**src/rtl/cpx_rcv_buf.sv**
```systemverilog
// CPX receive buffer: queues arbiter beats for one core, drives the arbiter stall and holds IFILL1 until IFILL2 is buffered.
// Define CPX_RCV_BUF_CHK_EN to build the sticky overflow and broken-pair checkers; otherwise both flags read 0.
module cpx_rcv_buf #(
  parameter int DEPTH = 8,
  parameter int PKT_W = 145
) (
  input  logic                     rclk,
  input  logic                     rst_l,
  input  logic                     cpx_vld_i,
  input  logic                     cpx_atom_i,
  input  logic [PKT_W-1:0]         cpx_data_i,
  output logic                     cpx_stall_o,
  output logic                     pkt_vld_o,
  output logic                     pkt_atom_o,
  output logic [PKT_W-1:0]         pkt_data_o,
  input  logic                     pkt_rdy_i,
  output logic [$clog2(DEPTH):0]   occ_o,
  output logic                     ovf_err_o,
  output logic                     pair_err_o
);

  localparam int AW = $clog2(DEPTH);
  localparam logic [AW:0] OCC_FULL  = (AW+1)'(DEPTH);
  localparam logic [AW:0] OCC_STALL = (AW+1)'(DEPTH - 2);
  localparam logic [AW:0] OCC_PAIR  = (AW+1)'(2);
  localparam logic [AW:0] OCC_ONE   = (AW+1)'(1);

  // Each entry carries the atom flag above the payload.
  logic [PKT_W:0]  mem [DEPTH];
  logic [PKT_W:0]  head_word;
  logic [AW-1:0]   wr_ptr_reg, wr_ptr_next;
  logic [AW-1:0]   rd_ptr_reg, rd_ptr_next;
  logic [AW:0]     occ_reg, occ_next;
  logic            head_atom;
  logic            occ_nz;
  logic            push;
  logic            pop;

  assign head_word = mem[rd_ptr_reg];
  assign head_atom = head_word[PKT_W];
  assign occ_nz    = (occ_reg != '0);

  // An IFILL1 head stays invisible until its partner sits behind it.
  assign pkt_vld_o  = occ_nz && (!head_atom || (occ_reg >= OCC_PAIR));
  assign pkt_atom_o = occ_nz && head_atom;
  assign pkt_data_o = occ_nz ? head_word[PKT_W-1:0] : '0;

  assign cpx_stall_o = (occ_reg >= OCC_STALL);
  assign occ_o       = occ_reg;

  assign pop  = pkt_vld_o && pkt_rdy_i;
  assign push = cpx_vld_i && ((occ_reg != OCC_FULL) || pop);

  always_comb begin
    wr_ptr_next = wr_ptr_reg;
    rd_ptr_next = rd_ptr_reg;
    occ_next    = occ_reg;
    if (push) begin
      wr_ptr_next = wr_ptr_reg + AW'(1);
    end
    if (pop) begin
      rd_ptr_next = rd_ptr_reg + AW'(1);
    end
    case ({push, pop})
      2'b10:   occ_next = occ_reg + OCC_ONE;
      2'b01:   occ_next = occ_reg - OCC_ONE;
      default: occ_next = occ_reg;
    endcase
  end

  always_ff @(posedge rclk) begin
    if (!rst_l) begin
      wr_ptr_reg <= '0;
      rd_ptr_reg <= '0;
      occ_reg    <= '0;
    end else begin
      wr_ptr_reg <= wr_ptr_next;
      rd_ptr_reg <= rd_ptr_next;
      occ_reg    <= occ_next;
    end
  end

  // Storage is not reset; stale entries are never visible because outputs gate on occupancy.
  always_ff @(posedge rclk) begin
    if (push) begin
      mem[wr_ptr_reg] <= {cpx_atom_i, cpx_data_i};
    end
  end

`ifdef CPX_RCV_BUF_CHK_EN
  logic expect_reg, expect_next;
  logic ovf_err_reg, ovf_err_next;
  logic pair_err_reg, pair_err_next;

  always_comb begin
    expect_next   = push && cpx_atom_i;
    ovf_err_next  = ovf_err_reg;
    pair_err_next = pair_err_reg;
    if (cpx_vld_i && (occ_reg == OCC_FULL) && !pop) begin
      ovf_err_next = 1'b1;
    end
    // The partner slot must carry a non-atom beat.
    if (expect_reg && (!cpx_vld_i || cpx_atom_i)) begin
      pair_err_next = 1'b1;
    end
  end

  always_ff @(posedge rclk) begin
    if (!rst_l) begin
      expect_reg   <= 1'b0;
      ovf_err_reg  <= 1'b0;
      pair_err_reg <= 1'b0;
    end else begin
      expect_reg   <= expect_next;
      ovf_err_reg  <= ovf_err_next;
      pair_err_reg <= pair_err_next;
    end
  end

  assign ovf_err_o  = ovf_err_reg;
  assign pair_err_o = pair_err_reg;
`else
  assign ovf_err_o  = 1'b0;
  assign pair_err_o = 1'b0;
`endif

endmodule
```
**config.mk**
```make
export PLATFORM = sky130hd
export DESIGN_NAME = cpx_rcv_buf
export DESIGN_NICKNAME = d
export VERILOG_FILES = /design/src/rtl/cpx_rcv_buf.sv
export SDC_FILE = /design/constraint.sdc
export NUM_CORES = 1
export LEC_CHECK = 0
export BUFFER_PORTS_ARGS = -buffer_cell sky130_fd_sc_hd__clkbuf_2
export CAP_MARGIN = 40
export CORE_ASPECT_RATIO = 1.1
export CORE_UTILIZATION = 53
export DETAILED_ROUTE_END_ITERATION = 8
export PLACE_DENSITY = 0.71
export SLEW_MARGIN = 20
export SYNTH_ARGS = -nofsm -noshare
export SYNTH_HDL_FRONTEND = slang
export SYNTH_SLANG_ARGS = --single-unit
export TNS_END_PERCENT = 10
```
**constraint.sdc**
```tcl
create_clock -name rclk -period 17.55 [get_ports rclk]
set_input_delay 0.8775 -clock rclk [delete_from_list [all_inputs] [get_ports rclk]]
set_output_delay 0.8775 -clock rclk [all_outputs]
set_load 0.01 [all_outputs]
```
Word-level counts from Yosys, hierarchy flattened --
Memories as Yosys holds them, arrays and structs flattened. A register that Yosys moved wholly into a read port is not among the register bits. Index checks and enable logic that the tools add are counted.
Cells by class: add/sub/neg operators 4, magnitude comparators 2, eq/ne operators 3, mux-type cells 6, reductions and logical operators 9
Operator list (count):
- $mux 145 | 1
- $pmux 4 s2 | 1
- $add 3x1->3 const B | 2
- $mux 3 | 2
- $add 4x1->4 const B | 1
- $ge 4x2->1 const B | 1
- $ge 4x3->1 const B | 1
- $logic_and 1x1->1 | 4
- $ne 4x4->1 const B | 1
- $reduce_bool 4->1 | 1
- $sub 4x1->4 const B | 1
- $eq 2x1->1 const B | 1
- $eq 2x2->1 const B | 1
- $logic_or 1x1->1 | 2
- $mux 1 | 2
- $reduce_bool 2->1 | 1
- $logic_not 1->1 | 1
Storage, ports and cells: register bits 10, RAM bits 1168, output and inout bits 154, word-level logic and storage cells 28, memories kept 1
Memories:
- mem | words 8, width 146, read ports 1, clocked after Yosys merged registers in 1, write ports 1, line 29 | logic [PKT_W:0] mem [DEPTH];

Logic depth before layout (Yosys ltp) --
Gate-level depths: netlist of run 1.
depth in word-level cells 8, mapped depth 12

Least setup slack after synthesis of run 1 --
Ideal clock, no wire load.
path type input -> register, start point in cpx_vld_i, end point mem mem[0][0] (netlist bit), enable pin, library setup time 1.009 ns, data arrival time 15.190 ns, required time 16.541 ns, slack 1.351 ns, cell stages on the path 4, buffers on the path 1, cells stage by stage clkbuf_1 -> inv_1 -> a31o_2 -> nor4_1
Between the ends: word-level cells in the longest chain between the ends 3
Ends and longest elaborated chain:
- start: declaration | line 9 | input logic cpx_vld_i,
- $logic_and 1x1->1 | line 52 | assign push = cpx_vld_i && ((occ_reg != OCC_FULL) || pop);
- $mux 1 | line 85 | if (push) begin
- $mux 1 (not written as such) | line 86 | mem[wr_ptr_reg] <= {cpx_atom_i, cpx_data_i};
- end: declaration | line 29
Every way passes these cells.

==> results.txt, run 1 <==
Final ANT Viol Nets: 0
status: complete, no violations
Seq cells post-synth: 1181
worst path cell trace: buf_4 -> buf_16 -> buf_4 -> buf_12 -> mux4_2 -> mux2i_1 -> nor2_1 -> clkbuf_2
max cap viols: 0
unrepaired setup endpoints after global routing: false
CP top delay family: buffers and inverters
Most common cell on crit path: buf_4
vias in the first global route: 22200
initial antenna violation count: 13
WS Path Type: reg -> out
IO Port Bufs: 301
first drt pass iteration count: 5
hold buffer count at CTS: 0
worst-path fanout max: 38
Root Buffer Master: clkbuf_16
CTS Buf Count: 112
die area: 0.0858 mm^2
CP required: 16.67 ns
Clock Skews: 0.0232 ns
yosys warns: 0
layout overhead on the synthesized area: 15.5%
clock sinks: 1181
Worst Path Arrival: 4.16 ns
slowest stage cell on the critical path: dfxtp_4
global-route wire length before repair: 139000 um
Cell Area, Placed: 0.0482 mm^2
syn_area_per_cell: 23.0 um^2
post-synthesis sequential area ratio: 0.787
Finished Layout Cells: 3550
final worst slack: 12.51 ns
HP Class: in -> reg
async set-or-reset flop fraction in the synthesized netlist: 0
setup TNS: 0 ns
crit start category: register
clock slew at reported path FFs: 0.06 ns
final-stage net count: 2476
EDFF count, synth: 1168
Pleak: 16.5 nW
area taken by multi-input logic gates: 0.00915 mm^2
endpoints failing setup: 0
pwr dens: 143 mW/mm^2
GP Congestion: 0.740
Final period util: 0.287
HP Start: cpx_data_i[118]
setup bufs post-CTS: 0
Largest register FFs: 1168
Die X: 279 um
Post-Route WL: 92300 um
routed vias: 20800
H-tree depth: 3
pre-CTS WS: 13.01 ns
critical path buffer and inverter count: 5
relative slew slack: 0.358
critical path capture point type: output pin
area of the mapped netlist: 0.0449 mm^2
Synth cell types: 37
largest reg by FF count: mem
# IOs: 304
Min Hold Slack: 0.452 ns
fill cell count: 5799
largest net degree at the start of global routing: 124
ys flop type: edfxtp_1
fraction of layout cells with a size suffix above 1: 0.341
fin. max-slew vios: 0
drt drc: 0
delay of the slowest critical-path stage: 0.85 ns
drt wl/cell: 26.0 um
CTS tree: done
post-route minimum period: 5.04 ns
Site Rows: 111
Max Freq: 199 MHz
fin area: 0.0518 mm^2
Initial Util: 0.537
Via density: 5.86
clk buf depth: 3
final global-route overflow total: 0
Peak VDD IR: 120 uV
Slew @ Worst Pin: 0.962 ns
register area: 0.0353 mm^2
hpwl dp: 52000 um
Synth Instances: 1947
worst skew pair latency: 0.69 ns
core footprint: 0.0836 mm^2
gr usage total: 0.219
DP Cell Count: 3334
cts repair resizes: 0
chip height: 307 um
Starting DRT DRC Count: 1683
Final Hold Fails: 0
[cells in the mapped netlist (2+ instances only)]
library cell | instances | area (um^2)
edfxtp_1 | 1168 | 35100
mux4_2 | 292 | 6580
nor2_1 | 152 | 571
mux2i_1 | 149 | 1490
clkbuf_1 | 40 | 150
buf_2 | 36 | 180
buf_1 | 24 | 90.1
nand2_1 | 18 | 67.6
dfxtp_1 | 13 | 260
and2_1 | 6 | 37.5
nor3_1 | 5 | 25.0
ha_1 | 4 | 50.1
inv_1 | 4 | 15.0
nand2b_1 | 4 | 25.0
xnor2_1 | 4 | 35.0
a21o_1 | 3 | 22.5
a21oi_1 | 2 | 10.0
buf_4 | 2 | 15.0
nand3_1 | 2 | 10.0
o21ai_0 | 2 | 10.0
[per-layer routing]
metal  wire length, um  track usage  vias to the layer above
met4              1940       0.0677                       14
met3              5710       0.0440                      136
met1             36800        0.287                    11200
li1                  -            -                     8890
met5                85            0                        -
met2             47800        0.373                      609
[metrics by stage]
stage	power, W	util
final	0.00743	0.620
after global routing	0.00773	0.620
after CTS	0.00751	0.619
after detailed placement	0.00520	0.577
after global placement	0.00512	0.571
after floorplan	0.00454	-
[final timing paths]
check                     to  slack (ns)  cells after the start
min              mem[0][118]        0.45                      1
min reg2reg         register        0.48                      2
max reg2reg         occ_o[3]       13.89                     11
max          pkt_data_o[136]       12.51                      8
[cells in the final DEF (no fill, tap or decap), types with 6 or more instances in the layout]
cell and n:
and2_1 6, buf_12 8, buf_16 15, buf_4 35
bufinv_16 7, clkbuf_1 25, clkbuf_16 112, clkbuf_2 301
clkbuf_8 7, clkinv_1 26, clkinv_2 21, dfxtp_1 10
diode_2 7, edfxtp_1 1168, mux2i_1 149, mux4_2 292
nand2_1 18, nor2_1 148
[cell families after synthesis]
logic type | count (synthesis) | share of synthesized area
flip-flops | 1181 | 0.787
other | 1 | 0.0000836
buffers and inverters | 106 | 0.0100
adder cells (fa/ha/maj) | 5 | 0.00156
AND/OR/NAND/NOR | 192 | 0.0171
XOR/XNOR | 4 | 0.000781
multiplexers | 442 | 0.180
AO/OA/AOI/OAI | 16 | 0.00265
[report_power, final]
group / switching (W) / internal (W) / total (W)
registers: 0.0000600 / 0.00322 / 0.00328
logic: 0.00101 / 0.000812 / 0.00182
clock network: 0.00101 / 0.00131 / 0.00232
total: 0.00208 / 0.00535 / 0.00743
[cell type report]
class	instances	share of cell area
well taps	1130	0.0273
clock buffers	144	0.0577
repair buffers	361	0.0456
diodes	7	0.000338
flip-flops and latches	1181	0.682
inverters	4	0.000290
multi-input cells	661	0.176
clock inverters	62	0.0106
(Power assumes the default switching activity.)
==> inputs of run 2 (changes only) <==
- clock period: 17.55 -> 4.93 ns (I/O delays scaled with it)
==> results.txt, run 2 (same netlist as run 1, synthesis figures left out) <==
worst path cell trace: buf_12 -> buf_4 -> mux4_2 -> mux2i_1 -> nor2_1 -> clkbuf_2
combinational cell fraction of total power: 0.248 (+0.003)
first drt pass iteration count: 5 (unchanged)
CP top delay family: buffers and inverters
vias in the first global route: 22600 (+1.9%)
Via density: 5.77 (-1.7%)
hpwl dp: 47800 um (-8.1%)
delay of the slowest critical-path stage: 0.62 ns (-0.23 ns)
switching pwr: 0.00728 W (+250%)
gr usage total: 0.216 (-0.00365)
IO Port Bufs: 301 (unchanged)
CTS Buf Count: 111 (-0.89%)
drt drc: 0 (unchanged)
crit start category: register
pre-CTS WS: 1.81 ns (-11.20 ns)
Peak VDD IR: 574 uV (+380%)
Min Hold Slack: 0.0774 ns (-0.375 ns)
largest reg by FF count: mem
cts repair resizes: 0 (unchanged)
fraction of layout cells with a size suffix above 1: 0.314 (-0.0274)
Sw Share: 0.279 (-0.00195)
CP required: 4.68 ns (-11.99 ns)
Starting DRT DRC Count: 1707 (+1.4%)
Clk pwr share: 0.306 (-0.007)
total power: 0.0261 W (+250%)
largest net degree at the start of global routing: 132 (+6.5%)
HP Start: cpx_vld_i
clk buf depth: 3 (unchanged)
top routing layer used: met5
internal power: 0.0188 W (+250%)
critical path capture point type: output pin
max cap viols: 0 (unchanged)
sequential share of power: 0.446 (+0.004)
status: complete, no violations
unrepaired setup endpoints after global routing: false
Final period util: 0.748
Site Rows: 111 (unchanged)
Pleak: 16.8 nW (+2.1%)
met3 wire len: 5150 um (-9.9%)
routed vias: 21100 (+1.5%)
final global-route overflow total: 0 (unchanged)
post-route minimum period: 3.69 ns
WS Path Type: reg -> out
worst-path fanout max: 107 (+180%)
initial antenna violation count: 6 (-7)
pwr dens: 494 mW/mm^2 (+240%)
clock slew at reported path FFs: 0.06 ns (about the same)
# IOs: 304 (unchanged)
relative slew slack: 0.243 (-0.116)
H-tree depth: 3 (unchanged)
final worst slack: 1.24 ns (-11.27 ns)
hold buffer count at CTS: 148 (+148)
commonest non-fill, non-tap cell in the layout: edfxtp_1
drt wl/cell: 24.8 um (-4.6%)
commonest cells after routing, fill and taps aside: 1168 x edfxtp_1, 301 x clkbuf_2, 292 x mux4_2, 149 x mux2i_1
register area: 0.0353 mm^2 (about the same)
setup bufs post-CTS: 0 (unchanged)
fin. max-slew vios: 0 (unchanged)
Die X: 279 um (unchanged)
GP Congestion: 0.766 (+3.5%)
clock sinks: 1181 (unchanged)
Finished Layout Cells: 3665 (+3.2%)
Final Hold Fails: 0 (unchanged)
worst skew pair latency: 0.68 ns (about the same)
endpoints failing setup: 0 (unchanged)
fill cell count: 5659 (-2.4%)
Post-Route WL: 90900 um (-1.5%)
final-stage net count: 2600 (+5.0%)
fin area: 0.0529 mm^2 (+2.0%)
slowest stage cell on the critical path: buf_4
Worst Path Arrival: 3.44 ns (-0.72 ns)
Initial Util: 0.537 (unchanged)
Final ANT Viol Nets: 0 (unchanged)
Cell Area, Placed: 0.0480 mm^2 (-0.42%)
Largest register FFs: 1168 (unchanged)
die area: 0.0858 mm^2 (unchanged)
Slew @ Worst Pin: 1.14 ns (+0.174 ns)
Root Buffer Master: clkbuf_16
chip height: 307 um (unchanged)
core footprint: 0.0836 mm^2 (unchanged)
Clock Skews: 0.0179 ns (-0.00530 ns)
met2 wire len: 46500 um (-2.6%)
WL met1: 37300 um (+1.3%)
Max Freq: 271 MHz
critical path buffer and inverter count: 3 (-2)
global-route wire length before repair: 137000 um (-0.79%)
layout overhead on the synthesized area: 17.8%
HP Class: in -> reg
area taken by multi-input logic gates: 0.00919 mm^2 (+0.47%)
DP Cell Count: 3314 (-0.60%)
CTS tree: done
-- run 2: changes by cell type in the layout (fill, tap and decap cells not counted), moves of 4 or more --
cell,delta
nor3_4,+4
nor3_2,-4
clkinv_1,-7
clkbuf_8,-5
buf_4,-18
dlygate4sd3_1,+148
clkinv_2,-4
clkbuf_1,+10
buf_12,+12
inv_16,-4
buf_16,-15
-- run 2: final timing paths --
kind	end	slack [ns]	cells after the start
worst max-delay path	pkt_data_o[6]	1.24	6
worst min-delay path	occ_o[3]	0.08	3
worst max register to register	occ_o[3]	2.13	9
worst min register to register	register	0.49	2
-- run 2: power groups by stage --
stage               Combinational [W]  Sequential (W)  Clock [W]
floorplan                     0.00424          0.0118          0
global placement              0.00647          0.0118          0
detailed placement            0.00652          0.0118          0
CTS                           0.00664          0.0116    0.00815
global route                  0.00701          0.0117    0.00852
finish                        0.00649          0.0116    0.00799
-- run 2: metal layers --
metal  GRT usage  vias up
met3      0.0352      136
li1            -     9132
met1       0.288    11200
met4      0.0616       10
met5           0        -
met2       0.369      617
-- run 2: final cells by class --
class,instances,share of cell area
inverter,4,0.000379
clock buffer,150,0.0565
clock inverter,49,0.00748
tap,1130,0.0267
multi-input combinational,661,0.174
sequential,1181,0.668
antenna,4,0.000189
timing repair buffer,486,0.0665
-- run 2: worst reg2reg max path, cell delays in order, from the launching register on --
cell     delay, ns
dfxtp_4       0.88
mux2i_4       0.45
a22o_1        0.24
nand2_1       0.12
inv_1         0.10
ha_1          0.26
a21oi_1       0.13
nand2_1       0.11
o311a_1       0.30
o31a_1        0.10
-- run 2: stage by stage --
step / utilization / TNS (ns)
global placement: 0.574 / 0
floorplan: - / -305.58
CTS: 0.632 / 0
global route: 0.632 / 0
finish: 0.632 / 0
detailed placement: 0.574 / 0
==> inputs of run 3 (changes only) <==
- ABC_AREA: unset -> 1
- PLACE_DENSITY: 0.71 -> 0.74
- clock period: 4.93 -> 3.1 ns (I/O delays scaled with it)
==> results.txt, run 3 <==
core footprint: 0.0851 mm^2 (+1.7%)
DP Cell Count: 4662 (+41%)
drt wl/cell: 21.4 um (-14%)
FF-to-FF Start: occ_o[3]
global-route wire length before repair: 160000 um (+16%)
endpoints failing setup: 0 (unchanged)
die area: 0.0874 mm^2 (+1.9%)
Hold Path Depth: 2 (-1)
final worst slack: 0.00405 ns (-1.24 ns)
top cells by count, synth: 1168 x edfxtp_1, 888 x nor2_1, 644 x o21ai_0
Largest register FFs: 1168 (unchanged)
unrepaired setup endpoints after global routing: true
Core Util, Final: 0.631 (-0.00140)
max cap viols: 0 (unchanged)
IO Port Bufs: 301 (unchanged)
worst flop-to-flop path endpoint: occ_o[2]
clock slew at reported path FFs: 0.06 ns (about the same)
largest reg by FF count: mem
Seq cells post-synth: 1181 (unchanged)
H-tree depth: 3 (unchanged)
async set-or-reset flop fraction in the synthesized netlist: 0 (unchanged)
drt drc: 0 (unchanged)
Final period util: 0.999
Max Freq: 323 MHz
# IOs: 304 (unchanged)
worst-path fanout max: 193 (+80%)
reg2reg path depth: 11 (+2)
Post-Route WL: 107000 um (+18%)
relative slew slack: 0.389 (+0.147)
crit start category: register
post-synthesis sequential area ratio: 0.773 (-0.0145)
routed vias: 29000 (+37%)
top cells by area, synth: edfxtp_1 77%, nor2_1 7.3%, o21ai_0 7.1%
Root Buffer Master: clkbuf_16
delay of the slowest critical-path stage: 0.51 ns (-0.11 ns)
Initial Util: 0.537 (+0.000727)
syn_area_per_cell: 13.4 um^2 (-42%)
post-route minimum period: 3.10 ns
vias in the first global route: 27700 (+23%)
slowest stage cell on the critical path: dfxtp_4
Cell Area, Placed: 0.0483 mm^2 (+0.66%)
Pleak: 18.1 nW (+8.0%)
Clock Skews: 0.0309 ns (+0.0130 ns)
Site Rows: 112 (+0.90%)
worst reg2reg setup slack: 0.51 ns (-1.62 ns)
EDFF count, synth: 1168 (unchanged)
Via density: 5.77 (+0.13%)
fin area: 0.0537 mm^2 (+1.5%)
area of the mapped netlist: 0.0457 mm^2 (+1.9%)
most common cell in the netlist: edfxtp_1
initial antenna violation count: 10 (+4)
fin. max-slew vios: 0 (unchanged)
CTS Buf Count: 112 (+0.90%)
ys flop type: edfxtp_1
largest area contributor in the netlist: edfxtp_1
commonest cells after routing, fill and taps aside: 1168 x edfxtp_1, 879 x nor2_1, 623 x o21ai_0, 301 x clkbuf_2, 150 x dlygate4sd3_1
worst skew pair latency: 0.69 ns (about the same)
Peak VDD IR: 1140 uV (+99%)
fraction of layout cells with a size suffix above 1: 0.138 (-0.176)
Slew @ Worst Pin: 0.916 ns (-0.220 ns)
setup bufs post-CTS: 0 (unchanged)
Final Hold Fails: 0 (unchanged)
CP required: 2.94 ns (-1.74 ns)
Final ANT Viol Nets: 0 (unchanged)
Die X: 282 um (+0.93%)
worst path cell trace: buf_16 -> o21ai_0 -> o22ai_1 -> o21ai_1 -> a31oi_1 -> clkbuf_2
clk buf depth: 3 (unchanged)
critical path capture point type: output pin
Synth cell types: 29 (-22%)
Finished Layout Cells: 5028 (+37%)
HP Start: cpx_data_i[11]
share of Yosys cell area claimed by the top area cell type: 0.767 (-0.0144)
layout overhead on the synthesized area: 17.4%
pre-CTS WS: 0.637 ns (-1.17 ns)
GP Congestion: 0.770 (+0.54%)
Synth Instances: 3424 (+76%)
final global-route overflow total: 0 (unchanged)
final-stage net count: 3944 (+52%)
first drt pass iteration count: 5 (unchanged)
pwr dens: 899 mW/mm^2 (+82%)
yosys warns: 0 (unchanged)
commonest non-fill, non-tap cell in the layout: edfxtp_1
clock sinks: 1181 (unchanged)
HP Class: in -> reg
chip height: 310 um (+0.93%)
status: complete, no violations
largest net degree at the start of global routing: 213 (+61%)
WS Path Type: reg -> out
CTS tree: done
hpwl dp: 49800 um (+4.1%)
Starting DRT DRC Count: 2751 (+61%)
hold worst-path end: mem[2][11]
Worst Path Arrival: 2.94 ns (-0.50 ns)
total power: 0.0482 W (+85%)
gr usage total: 0.240 (+0.0243)
run 3: changes by cell type in the layout (fill, tap and decap cells not counted), sizes merged, moves of 6 or more:
cell	change
nand2	+13
mux2i	-150
bufinv	+7
clkinv	+7
inv	+20
mux4	-292
a31oi	+144
a21oi	+9
nand3	+10
o22ai	+145
and2	-6
o21ai	+728
nor2	+736
clkbuf	-7
run 3: logic make-up after synthesis:
logic type      count (synthesis)  share of synthesized area
compound gates               1032                      0.121
xor+xnor                        1                   0.000192
fa+ha+maj                       5                    0.00153
buf+inv                       271                     0.0263
flops                        1181                      0.773
other cells                     1                  0.0000820
simple gates                  933                     0.0779
run 3: routing by layer:
| layer | vias to the layer above | wire [um] | global-route usage |
|---|---|---|---|
| li1 | 13400 | - | - |
| met2 | 1155 | 53000 | 0.402 |
| met3 | 163 | 8700 | 0.0474 |
| met1 | 14300 | 43200 | 0.315 |
| met4 | 6 | 2480 | 0.0794 |
| met5 | - | 35 | 0 |
run 3: layout make-up:
cell class              instances  area, um^2
repair buffers                494        3790
clock buffers                 142        2960
inverters                      27         143
flip-flops and latches       1181       35400
diodes                          8        20.0
clock inverters                63         689
multi-input cells            1973        9300
fillers                      6101       31400
well taps                    1140        1430
run 3: worst max-delay path by stage:
stage / from / endpoint / slack (ns) / cells past startpoint
6_report: register / pkt_data_o[61] / 0.004 / 6
4_1_cts: register / pkt_data_o[35] / 0.004 / 6
5_1_grt: register / pkt_data_o[20] / -0.08 / 6
2_1_floorplan: occ_o[1] / mem[0][0] / -0.29 / 6
3_3_place_gp: register / occ_o[3] / 0.63 / 17
3_5_place_dp: register / pkt_data_o[57] / 0.64 / 7
run 3: power breakdown:
group,leakage [nW],switching (W),internal (W)
logic,5.67,0.0111,0.00513
registers,10.7,0.000233,0.0183
clock network,1.76,0.00569,0.00783
run 3: worst max-delay path, delay by kind of cell (launching register included):
kind | cells | cell delay, ns
buffers and inverters | 2 | 0.73
DFF | 1 | 0.51
AOI/OAI and AO/OA | 4 | 0.78
run 3: timing repair:
action / 4_1_cts / 5_1_grt
setup endpoints to repair: 22 / 104
gates resized for setup: 3 / 34
pin swaps: 0 / 0
cloned: 1 / 1
hold endpoints to repair: 1181 / 0
hold buffers: 150 / 0
run 3: metrics by stage:
step / TNS [ns] / hold slack, ns
floorplan: -317.52 / 0.254
global placement: 0 / 0.426
detailed placement: 0 / 0.429
CTS: 0 / 0.236
global route: -0.651 / 0.271
finish: 0 / 0.280
